--- config.mk ---
export PLATFORM = sky130hd
export DESIGN_NAME = io_input_feeder
export DESIGN_NICKNAME = d
export VERILOG_FILES = /design/src/rtl/io_input_feeder.sv
export SDC_FILE = /design/constraint.sdc
export NUM_CORES = 1
export LEC_CHECK = 0
export ABC_AREA = 0
export CAP_MARGIN = 5
export CORE_ASPECT_RATIO = 1.75
export CORE_UTILIZATION = 45
export DETAILED_ROUTE_END_ITERATION = 10
export PLACE_DENSITY = 0.64
export SLEW_MARGIN = 20
export SYNTH_ARGS = -nofsm -noshare
export SYNTH_HDL_FRONTEND = slang
export SYNTH_SLANG_ARGS = --single-unit
--- constraint.sdc ---
create_clock -name Clk -period 4 [get_ports Clk]
set_input_delay 0.8 -clock Clk [delete_from_list [all_inputs] [get_ports Clk]]
set_output_delay 0.8 -clock Clk [all_outputs]
set_load 0.05 [all_outputs]
--- src/rtl/io_input_feeder.sv ---
`default_nettype none
// ---------------------------------------------------------------------------
// io_input_feeder : FIFO-buffered producer for the memory-mapped input port
// Rev 1.0
// ---------------------------------------------------------------------------
module io_input_feeder #(
  parameter int DEPTH   = 4,
  parameter int TIMEOUT = 1024,
  parameter int CNT_W   = 11
) (
  input  logic                     Clk,
  input  logic                     Rst_n,
  input  logic [15:0]              DevData,
  input  logic                     DevValid,
  output logic                     DevReady,
  output logic [15:0]              Input,
  output logic                     InputStrobe,
  input  logic                     InputRecv,
  output logic [$clog2(DEPTH):0]   Count,
  output logic                     TimeoutErr,
  input  logic                     ErrClr
);

  localparam int PW = $clog2(DEPTH);

  localparam logic [1:0] S_IDLE    = 2'd0;
  localparam logic [1:0] S_DELIVER = 2'd1;
  localparam logic [1:0] S_PENDING = 2'd2;
  localparam logic [1:0] S_DRAIN   = 2'd3;

  logic [1:0]       r_state;
  logic [1:0]       w_next;
  logic [15:0]      r_mem [DEPTH];
  logic [PW-1:0]    r_wptr;
  logic [PW-1:0]    r_rptr;
  logic [PW:0]      r_count;
  logic             r_live;
  logic [15:0]      r_input;
  logic [CNT_W-1:0] r_timer;
  logic             r_err;
  logic             w_push;
  logic             w_pop;
  logic             w_full;
  logic             w_load;
  logic             w_strobe;
  logic             w_wait;
  logic             w_timeout;

  // r_live keeps DevReady low while reset is asserted
  assign w_full    = (r_count == (PW+1)'(DEPTH));
  assign DevReady  = r_live && !w_full;
  assign w_push    = DevValid && DevReady;
  assign w_pop     = (r_state == S_DELIVER);
  assign w_timeout = w_wait && (r_timer == CNT_W'(TIMEOUT));

  assign Input       = r_input;
  assign InputStrobe = w_strobe;
  assign Count       = r_count;
  assign TimeoutErr  = r_err;

  always_ff @(posedge Clk) begin
    if (w_push) r_mem[r_wptr] <= DevData;
  end

  always_ff @(posedge Clk or negedge Rst_n) begin
    if (!Rst_n) begin
      r_wptr  <= '0;
      r_rptr  <= '0;
      r_count <= '0;
      r_live  <= 1'b0;
    end else begin
      r_live <= 1'b1;
      if (w_push) r_wptr <= r_wptr + 1'b1;
      if (w_pop)  r_rptr <= r_rptr + 1'b1;
      case ({w_push, w_pop})
        2'b10:   r_count <= r_count + 1'b1;
        2'b01:   r_count <= r_count - 1'b1;
        default: r_count <= r_count;
      endcase
    end
  end

  always_ff @(posedge Clk or negedge Rst_n) begin
    if (!Rst_n) r_state <= S_IDLE;
    else        r_state <= w_next;
  end

  always_comb begin
    w_next = r_state;
    case (r_state)
      S_IDLE:    if (r_count != '0 && !InputRecv) w_next = S_DELIVER;
      S_DELIVER: w_next = S_PENDING;
      S_PENDING: if (InputRecv) w_next = S_DRAIN;
      S_DRAIN:   if (!InputRecv) w_next = S_IDLE;
      default:   w_next = S_IDLE;
    endcase
  end

  always_comb begin
    w_strobe = (r_state == S_DELIVER);
    w_wait   = (r_state == S_PENDING) || (r_state == S_DRAIN);
    w_load   = (r_state == S_IDLE) && (w_next == S_DELIVER);
  end

  // Head is captured on entry to DELIVER so Input is valid during the strobe
  always_ff @(posedge Clk or negedge Rst_n) begin
    if (!Rst_n) begin
      r_input <= 16'h0000;
      r_timer <= '0;
      r_err   <= 1'b0;
    end else begin
      if (w_load) r_input <= r_mem[r_rptr];
      if (r_state == S_DELIVER || (r_state == S_PENDING && InputRecv))
        r_timer <= '0;
      else if (w_wait && !w_timeout)
        r_timer <= r_timer + 1'b1;
      if (w_timeout)   r_err <= 1'b1;
      else if (ErrClr) r_err <= 1'b0;
    end
  end

endmodule
`default_nettype wire
==> results.sh <==
export IMPL_crit_type="reg2out"
export IMPL_timing_hold_ws_ns=0.500
export IMPL_hold_violations=0
export IMPL_start_util=0.468
export IMPL_post_cts_resized=0
export IMPL_grt_pass1_vias=2197
export IMPL_clock_skew_final_ns=0.00571
export IMPL_end_kind="primary output"
export IMPL_tightest_slew_ns=0.908
export IMPL_clk_latency_ns=0.34
export IMPL_cp_startpoint="r_state[1]"
export IMPL_ant_nets=0
export IMPL_cts_root_buf="clkbuf_16"
export IMPL_yosysSeqAreaShare=0.698
export IMPL_port_buffers=42
export IMPL_antenna_cells=0
export IMPL_crit_required_ns=3.20
export IMPL_cp_max_fo=11
export IMPL_drive_gt1_frac=0.167
export IMPL_finalCriticalPeriod_ns=3.03
export IMPL_cellLeakagePower_nw=1.77
export IMPL_yosys_warnings=0
export IMPL_setup_ws_ns=0.966
export IMPL_chipHeight_um=128
export IMPL_drv_cap=0
export IMPL_synthesis_area_sq_mm=0.00411
export IMPL_min_from="Input[4]"
export IMPL_grt_antenna_before_repair=0
export IMPL_synth_avg_cell_area_sq_um=17.4
export IMPL_cts_clk_slew_worst_paths_ns=0.06
export IMPL_synth_largest_area_cell="edfxtp_1"
export IMPL_syn_num_nets=265
export IMPL_area_growth_syn_to_layout_pct=18.6
export IMPL_clockBufferDepth=2
export IMPL_synth_edff_count=64
export IMPL_grt_max_degree=39
export IMPL_routabilityCongestion=0.706
export IMPL_holdPathStages=1
export IMPL_postCtsSetupBuffers=0
export IMPL_htreeDepth=3
export IMPL_hpwl_um=4610
export IMPL_synth_most_common_cell="edfxtp_1"
export IMPL_cp_start_kind="flip-flop"
export IMPL_cts_hold_repair_buffers=0
export IMPL_track_usage=0.164
export IMPL_synth_top_cell_area_share=0.467
export IMPL_async_flop_share=0.373
export IMPL_status="completed"
export IMPL_via_per_inst=5.24
export IMPL_cts_buffers=9
export IMPL_setup_viol=0
export IMPL_synth_area_leaders="edfxtp_1 47%, dfrtp_1 23%, mux4_2 8.8%, mux2_2 4.4%, ha_1 2.1%"
export IMPL_pin_count=43
export IMPL_synthCells=236
export IMPL_num_vias=2121
export IMPL_synth_main_ff_cell="edfxtp_1"
export IMPL_r2r_start="r_state[1]"
export IMPL_die_w_um=74.3
export IMPL_place_ws_ns=1.28
export IMPL_final_max_slew_viol_count=0
export IMPL_routed_wl_um=6870
export IMPL_drt_pass1_iterations=4
export IMPL_rows=45
export IMPL_clock_sinks=102
export IMPL_powerDensity_mw_per_mm2=720
export IMPL_relSlewSlack=0.395
export IMPL_rsz0062_at_grt="false"
export IMPL_grt_pass1_wl_um=11000
export IMPL_dieArea_sq_mm=0.00954
export IMPL_cp_arrival_ns=2.23
export IMPL_overflow=0
export IMPL_coreArea_sq_mm=0.00878
export IMPL_final_nets=312
export IMPL_ff2ff_path_depth=8
export IMPL_post_drt_wl_per_cell_um=17.0
export IMPL_setup_tns_ns=0
export IMPL_yosys_top_cells_count="64 x edfxtp_1, 38 x dfrtp_1, 16 x mux2_2, 16 x mux4_2, 15 x inv_1"
export IMPL_regToRegEndpoint="Count[2]"
export IMPL_vdd_drop_max_v=0.000393
export IMPL_drtIter0Drc=91
export IMPL_min_to="Input[4]"
export IMPL_synth_cell_types=36
export IMPL_drc=0
export IMPL_max_freq_mhz=330
export IMPL_ys_ff_latch=102
export IMPL_finalPower_mw=3.51
export IMPL_rrSetupSlack_ns=1.82
export IMPL_worstHoldPathType="reg2reg"
export IMPL_finalCritPeriodShare=0.758
export IMPL_cts_tree="built"
-- worst max-delay path by stage --
stage	cells after the start	to
after CTS	3	InputStrobe
after detailed placement	3	r_mem[3][14]
after global routing	3	InputStrobe
after global placement	3	r_mem[3][12]
after floorplan	9	Count[2]
final	3	InputStrobe
-- per-layer routing --
| layer | part of all wire | global-route usage | up-vias |
|---|---|---|---|
| li1 | - | - | 993 |
| met1 | 0.40 | 0.184 | 1076 |
| met2 | 0.55 | 0.283 | 40 |
| met3 | 0.027 | 0.0282 | 12 |
| met4 | 0.027 | 0.101 | 0 |
| met5 | 0 | 0 | - |
-- per-stage QoR --
step / cells / util / cell area, sq um
after global routing: 405 / 0.556 / 4880
after global placement: 389 / 0.526 / 4620
after detailed placement: 389 / 0.526 / 4620
after floorplan: 236 / - / 4110
after CTS: 405 / 0.556 / 4880
final: 405 / 0.556 / 4880
-- registers in the layout, summed over array words and instances (netlist names) --
signal      flops
Count           3
Input          16
TimeoutErr      1
r_live          1
r_mem          64
r_rptr          2
r_state         2
r_timer        11
r_wptr          2
-- final cells by class --
type	instances	area, sq um
clock buffer	13	240
clock inverter	3	15.0
fill	748	3900
inverter	15	56.3
multi-input combinational	112	1130
sequential	102	2870
tap	117	146
timing repair buffer	43	423
-- cells by family (layout without fill, tap and decap cells) --
| kind of cell | Yosys count | after routing | synth area share |
|---|---|---|---|
| adder cells (fa/ha/maj) | 8 | 8 | 0.0262 |
| buffers and inverters | 22 | 74 | 0.0280 |
| multiplexers | 38 | 38 | 0.146 |
| XOR/XNOR | 8 | 8 | 0.0170 |
| AND/OR/NAND/NOR | 41 | 41 | 0.0584 |
| flip-flops | 102 | 102 | 0.698 |
| other | 1 | 1 | 0.000912 |
| AO/OA/AOI/OAI | 16 | 16 | 0.0249 |
-- cell usage in the layout (no fill, tap or decap), drive strengths merged, types with 4 or more instances in the layout --
cell type       n
edfxtp         64
inv            15
mux2i           5
xnor2           7
a21oi           6
nand2           6
mux4           16
nor2            6
clkbuf         13
nand3           7
ha              7
nand4           4
and2            4
mux2           17
dfrtp          38
clkdlybuf4s50  41
-- where the power goes --
part / internal (mW) / switching, mW
clock network: 0.419 / 0.349
logic: 0.532 / 0.667
registers: 1.34 / 0.201
-- critical path, cell delays in order, from the launching register on --
cell and delay [ns]:
dfrtp_1 0.49, nand2b_1 0.39, inv_1 0.19, clkdlybuf4s50_1 0.82
Power figures use the tool's default switching activity.
